==> config.mk <==
export PLATFORM = sky130hd
export DESIGN_NAME = lcd_rd_sched
export DESIGN_NICKNAME = d
export VERILOG_FILES = /design/src/rtl/lcd_rd_sched.sv
export SDC_FILE = /design/constraint.sdc
export NUM_CORES = 1
export LEC_CHECK = 0
export BUFFER_PORTS_ARGS = -buffer_cell sky130_fd_sc_hd__buf_2
export CAP_MARGIN = 20
export CORE_MARGIN = 5
export CORE_UTILIZATION = 40
export CTS_CLUSTER_SIZE = 30
export DETAILED_ROUTE_END_ITERATION = 7
export GPL_ROUTABILITY_DRIVEN = 0
export SKIP_LAST_GASP = 1
export SYNTH_ARGS = -nofsm -noshare
export SYNTH_HDL_FRONTEND = slang
export SYNTH_SLANG_ARGS = --single-unit
==> constraint.sdc <==
create_clock -name lcd_pclk -period 4.3 [get_ports lcd_pclk]
set_input_delay 0.43 -clock lcd_pclk [delete_from_list [all_inputs] [get_ports lcd_pclk]]
set_output_delay 0.43 -clock lcd_pclk [all_outputs]
set_load 0.01 [all_outputs]
==> src/rtl/lcd_rd_sched.sv <==
`default_nettype none
// ============================================================================
// Module      : lcd_rd_sched
// Description : LCD frame read scheduler. On every frame_start it flushes the
//               pixel FIFO, then walks the frame buffer from BASE_ADDR in
//               bursts of up to BURST_LEN words. A burst is issued only when
//               the FIFO has room for all of it, and only one read is ever
//               outstanding. Also counts LCD underrun cycles.
// Ports       : lcd_pclk, rst_n          - pixel clock, async active-low reset
//               frame_start              - vsync pulse, (re)starts a frame
//               fifo_wr_cnt, fifo_empty  - pixel FIFO status
//               data_req                 - LCD pops one pixel per high cycle
//               rd_req/rd_addr/rd_len    - read request (held until rd_ack)
//               rd_ack, rd_done          - request accepted / data landed
//               fifo_flush               - FIFO clear, FLUSH_CYC cycles long
//               frame_done               - one-cycle pulse, frame fetched
//               late_frame               - sticky, vsync beat the fetch
//               underrun_cnt             - saturating underrun cycle count
// Revision    : 1.0 - initial release
// ============================================================================
module lcd_rd_sched #(
    parameter int          H_DISP     = 800,
    parameter int          V_DISP     = 480,
    parameter int          BURST_LEN  = 64,
    parameter int          FIFO_DEPTH = 512,
    parameter logic [23:0] BASE_ADDR  = 24'h000000,
    parameter int          FLUSH_CYC  = 4
) (
    input  logic        lcd_pclk,
    input  logic        rst_n,
    input  logic        frame_start,
    input  logic [9:0]  fifo_wr_cnt,
    input  logic        fifo_empty,
    input  logic        data_req,
    output logic        rd_req,
    output logic [23:0] rd_addr,
    output logic [7:0]  rd_len,
    input  logic        rd_ack,
    input  logic        rd_done,
    output logic        fifo_flush,
    output logic        frame_done,
    output logic        late_frame,
    output logic [15:0] underrun_cnt
);

    localparam logic [18:0] c_TOTAL_PIX  = 19'(H_DISP * V_DISP);
    localparam logic [18:0] c_BURST_PIX  = 19'(BURST_LEN);
    localparam logic [7:0]  c_BURST_LEN  = 8'(BURST_LEN);
    localparam logic [7:0]  c_FLUSH_LAST = 8'(FLUSH_CYC - 1);
    localparam logic [31:0] c_FIFO_DEPTH = 32'(FIFO_DEPTH);

    typedef enum logic [2:0] {
        S_IDLE  = 3'd0,
        S_FLUSH = 3'd1,
        S_CHECK = 3'd2,
        S_REQ   = 3'd3,
        S_WAIT  = 3'd4,
        S_DONE  = 3'd5
    } state_t;

    state_t      r_state;
    logic [23:0] r_addr;
    logic [18:0] r_pix_left;
    logic [7:0]  r_flush_cnt;
    logic        r_pending;

    logic [7:0]  w_burst_len;
    logic [31:0] w_fill_after;
    logic        w_fits;
    logic        w_restart;
    logic        w_late;

    // Last burst of a frame is whatever is left; it is never above BURST_LEN,
    // so the low byte of the counter holds it exactly.
    assign w_burst_len  = (r_pix_left > c_BURST_PIX) ? c_BURST_LEN : r_pix_left[7:0];
    // Compare as "fill + len <= depth" so an over-reported fill level can
    // never wrap into a false "room available".
    assign w_fill_after = {22'd0, fifo_wr_cnt} + {24'd0, w_burst_len};
    assign w_fits       = (w_fill_after <= c_FIFO_DEPTH);

    // Restart points: a fresh vsync while not in a handshake, or the end of
    // an in-flight read once a vsync has been seen during it.
    always_comb begin
        w_restart = 1'b0;
        case (r_state)
            S_IDLE, S_FLUSH, S_CHECK, S_DONE: w_restart = frame_start;
            S_WAIT:  w_restart = rd_done && (r_pending || frame_start);
            default: w_restart = 1'b0;
        endcase
    end

    // Vsync in DONE is on time: the whole frame was already fetched.
    assign w_late = frame_start &&
                    ((r_state == S_FLUSH) || (r_state == S_CHECK) ||
                     (r_state == S_REQ)   || (r_state == S_WAIT));

    always_ff @(posedge lcd_pclk or negedge rst_n) begin
        if (!rst_n) begin
            r_state     <= S_IDLE;
            r_addr      <= 24'd0;
            r_pix_left  <= 19'd0;
            r_flush_cnt <= 8'd0;
            r_pending   <= 1'b0;
            rd_req      <= 1'b0;
            rd_addr     <= 24'd0;
            rd_len      <= 8'd0;
            fifo_flush  <= 1'b0;
            frame_done  <= 1'b0;
            late_frame  <= 1'b0;
        end else begin
            frame_done <= 1'b0;
            if (w_late) begin
                late_frame <= 1'b1;
            end

            if (w_restart) begin
                r_addr      <= BASE_ADDR;
                r_pix_left  <= c_TOTAL_PIX;
                r_flush_cnt <= 8'd0;
                r_pending   <= 1'b0;
                fifo_flush  <= 1'b1;
                r_state     <= S_FLUSH;
            end else begin
                case (r_state)
                    S_IDLE: begin
                        r_state <= S_IDLE;
                    end
                    S_FLUSH: begin
                        if (r_flush_cnt == c_FLUSH_LAST) begin
                            fifo_flush <= 1'b0;
                            r_state    <= S_CHECK;
                        end else begin
                            r_flush_cnt <= r_flush_cnt + 8'd1;
                        end
                    end
                    S_CHECK: begin
                        if (r_pix_left == 19'd0) begin
                            frame_done <= 1'b1;
                            r_state    <= S_DONE;
                        end else if (w_fits) begin
                            rd_req  <= 1'b1;
                            rd_addr <= r_addr;
                            rd_len  <= w_burst_len;
                            r_state <= S_REQ;
                        end
                    end
                    S_REQ: begin
                        // The handshake always completes; a vsync here is
                        // only remembered and acted on after rd_done.
                        if (frame_start) begin
                            r_pending <= 1'b1;
                        end
                        if (rd_ack) begin
                            rd_req  <= 1'b0;
                            r_state <= S_WAIT;
                        end
                    end
                    S_WAIT: begin
                        if (frame_start) begin
                            r_pending <= 1'b1;
                        end
                        if (rd_done) begin
                            r_addr     <= r_addr + {16'd0, rd_len};
                            r_pix_left <= r_pix_left - {11'd0, rd_len};
                            r_state    <= S_CHECK;
                        end
                    end
                    S_DONE: begin
                        r_state <= S_IDLE;
                    end
                    default: begin
                        r_state <= S_IDLE;
                    end
                endcase
            end
        end
    end

    // Underrun: the LCD wants a pixel and the FIFO has none. Cycles spent
    // flushing are expected to starve the LCD and are not counted.
    always_ff @(posedge lcd_pclk or negedge rst_n) begin
        if (!rst_n) begin
            underrun_cnt <= 16'd0;
        end else if (data_req && fifo_empty && (r_state != S_FLUSH) &&
                     (underrun_cnt != 16'hFFFF)) begin
            underrun_cnt <= underrun_cnt + 16'd1;
        end
    end

endmodule
`default_nettype wire

==> qor.yml <==
status: "finished with violations"
violations: "negative setup slack"
grt_pass1_wl_microns: 22050
cp_max_fo: 6
layout-drive-gt1-share_pct: 26.32
power.switching_mw: 0.8452
relSlewSlack_pct: 36.07
period_share_pct: 111.0
clock_latency_ns: 0.35
r2r_slack_ns: -0.47
power_frac_comb_pct: 22.6
async_reset_ff_share_pct: 100.0
fill_cells: 1314
gr-usage-met3_pct: 4.472
cts_max_path_buffers: 2
drt-total-wl_microns: 13210
crit_type: "reg2reg"
rsz0062_at_grt: "true"
crit_end: "rd_len[2]"
rr_worst_depth: 17
gr-max-usage-layer: "met2"
hold_viol: 0
p_int_mw: 1.870
hold_class: "in2async"
hpwl_microns: 9204
ctsHoldBuffers: 0
cts_buffers: 9
startpoint: "r_pix_left[13]"
fmax_ghz: 0.2095
wl_per_cell_microns: 15.56
dieArea_sq_mm: 0.01722
grt_max_degree: 77
yosysWarnings: 0
die-width_microns: 131.2
cts_sinks: 107
final-setup-viol-count: 33
cts_htree_levels: 3
clk_pin_slew_ns: 0.07
netlist_area_sq_mm: 0.005878
fin_util_pct: 49.21
power_mw: 2.716
worstSetupEndpointType: "flop"
p_seq_share_pct: 43.8
grt_antenna_before_repair: 0
leakage_nw: 3.327
grt.met2_usage_pct: 25.03
finalMaxSlewViolations: 0
track_usage_pct: 15.28
worst_slew_pin_slew_ns: 0.9590
regToRegStartpoint: "r_pix_left[13]"
synth-main-ff-cell: "dfrtp_1"
startpoint_type: "flop"
timing.rr.end: "rd_len[2]"
worstPathRequired_ns: 4.54
syn_area_per_cell_sq_um: 10.46
cts_root_buf: "clkbuf_16"
io_buffers: 68
drv_cap: 0
sw_frac_of_total_pct: 31.13
drt-pass1-iter-count: 5
drc: 0
power_density_mw_per_mm2: 381.2
pwr-share-clk_pct: 33.7
area_growth_syn_to_layout_pct: 21.20
start_util_pct: 40.60
finalCriticalPeriod_ns: 4.773
ioPinCount: 69
arrival_ns: 5.01
synth_edf_count: 0
synth_fp_nets: 608
cts_tree: "built"
fin_ws_ns: -0.4732
fin_skew_ns: 0.009008
ys_ff_latch: 107
post_drt_via_cell_ratio: 5.263
rows: 44
num_antenna_cells: 0
nNetsFinal: 706
first_iter_violations: 232
ant_nets: 0
overflow: 0
via_count: 4468
core_sq_mm: 0.01448
ys_seq_area_share_pct: 45.55
vdd_drop_max_uv: 272.7
die_h_microns: 131.2
first_global_vias: 4555
grtUsageMet1_pct: 19.64
synth_cell_types: 57
synth_cells: 562
-- metrics by stage --
| step | hold slack (ns) | cells | TNS (ns) | worst slack [ns] | cell area, sq um |
|---|---|---|---|---|---|
| final | 0.2259 | 849 | -13.42 | -0.4732 | 7124 |
| after global routing | 0.3137 | 849 | -17.90 | -0.6058 | 7124 |
| after CTS | 0.2639 | 840 | -12.40 | -0.4324 | 7004 |
| after detailed placement | 0.4648 | 820 | -12.83 | -0.4523 | 6604 |
| after global placement | 0.4539 | 820 | -9.972 | -0.3525 | 6604 |
| after floorplan | 0.1344 | 562 | -5.323 | -0.1892 | 5928 |
-- routing by layer --
| metal | routed length, microns | up-vias |
|---|---|---|
| met1 | 6146 | 2186 |
| li1 | - | 2193 |
| met2 | 6307 | 71 |
| met3 | 482 | 18 |
| met5 | 0 | - |
| met4 | 278 | 0 |
-- area by class of cell --
class / count / area, sq um / share of cell area, %
multi-input combinational: 416 / 3123 / 43.84
sequential: 107 / 2678 / 37.58
timing repair buffer: 105 / 679.4 / 9.536
clock buffer: 11 / 252.7 / 3.548
tap: 184 / 230.2 / 3.231
clock inverter: 5 / 82.58 / 1.159
inverter: 21 / 78.83 / 1.106
-- cells in the mapped netlist, types with 6 or more instances --
library cell	n	area, sq um
nand2_1	54	202.7
mux2_4	28	420.4
a21o_1	7	52.55
and3_1	7	43.79
o41ai_1	6	52.55
or3_1	7	43.79
nand4_1	9	56.30
nor2b_1	8	50.05
nand3_1	18	90.09
clkbuf_1	13	48.80
inv_1	21	78.83
and4_1	6	52.55
ha_1	26	325.3
xnor2_1	31	271.5
a21oi_1	26	130.1
and2_1	9	56.30
nor2_1	50	187.7
dfrtp_1	107	2678
xor2_1	17	148.9
o31ai_1	11	82.58
o21ai_0	23	115.1
-- critical path, cell delays in order (launching register included) --
cell	delay (ns)
dfrtp_1	0.37
or4_4	0.54
or4_4	0.44
or4_4	0.45
a21oi_4	0.19
and2_4	0.19
ha_4	0.20
a211oi_4	0.27
o31ai_2	0.12
a41o_1	0.21
buf_4	0.14
a211oi_1	0.20
o21bai_1	0.14
a211o_1	0.20
nor4b_4	0.35
buf_4	0.22
clkbuf_16	0.16
mux2_4	0.29
-- power groups by stage --
stage               sequential [mW]  combinational (mW)  clock (mW)
global route                   1.20               0.700       0.982
detailed placement             1.21               0.613           0
global placement               1.20               0.589           0
finish                         1.19               0.613       0.914
CTS                            1.19               0.617       0.942
floorplan                      1.19               0.432           0
-- repair_timing --
action | CTS | global route
gates resized for setup | 8 | 3
buffers inserted | 3 | 6
gates cloned | 1 | 3
endpoints found under the hold margin | 0 | 0
endpoints found under the setup margin | 33 | 33
pin swaps | 0 | 2
-- worst min-delay path by stage --
stage	to	depth (start not counted)	slack [ns]
4_1_cts	rd_addr[2]	1	0.26
6_report	r_addr[2]	1	0.23
3_5_place_dp	late_frame	1	0.46
5_1_grt	r_addr[1]	1	0.31
2_1_floorplan	fifo_flush	0	0.13
3_3_place_gp	late_frame	1	0.45
-- layout by cell type, fill, tap and decap left out, drive strengths merged, types with 4 or more instances in the layout --
master,synthesis,final
a211oi,4,4
a21boi,5,5
or4,8,8
dfrtp,107,107
ha,26,26
nor2b,8,8
o211ai,4,4
xor2,17,17
o31ai,11,11
nand3,18,18
and3,7,7
nand4,9,9
and4,6,6
nor2,51,51
nand2,54,54
mux2i,4,4
clkbuf,13,13
mux2,32,32
buf,5,103
o41ai,6,6
inv,21,22
nor3,4,4
o21ai,23,23
xnor2,31,31
or3,8,8
o21a,5,5
a21oi,26,26
and2,9,9
a21o,7,7
-- flip-flops by register name, indices dropped and copies added, names as in the netlist --
| signal | flops |
|---|---|
| underrun_cnt | 16 |
| r_flush_cnt | 8 |
| rd_req | 1 |
| frame_done | 1 |
| fifo_flush | 1 |
| r_pix_left | 19 |
| r_addr | 24 |
| rd_addr | 24 |
| r_pending | 1 |
| late_frame | 1 |
| r_state | 3 |
| rd_len | 8 |
-- cell families (layout without fill, tap and decap cells) --
kind of cell / count (synthesis) / count (layout) / share of synthesized area, %
other: 1 / 1 / 0.06380
AOI/OAI and AO/OA: 104 / 104 / 11.49
xor gates and xnor gates: 48 / 48 / 7.152
and+or+nand+nor: 198 / 198 / 17.65
DFF: 107 / 107 / 45.55
adders and majority gates: 29 / 29 / 6.556
buffers and inverters: 39 / 142 / 2.937
muxes: 36 / 36 / 8.599
Note: power is estimated with default switching activity, not from simulation.
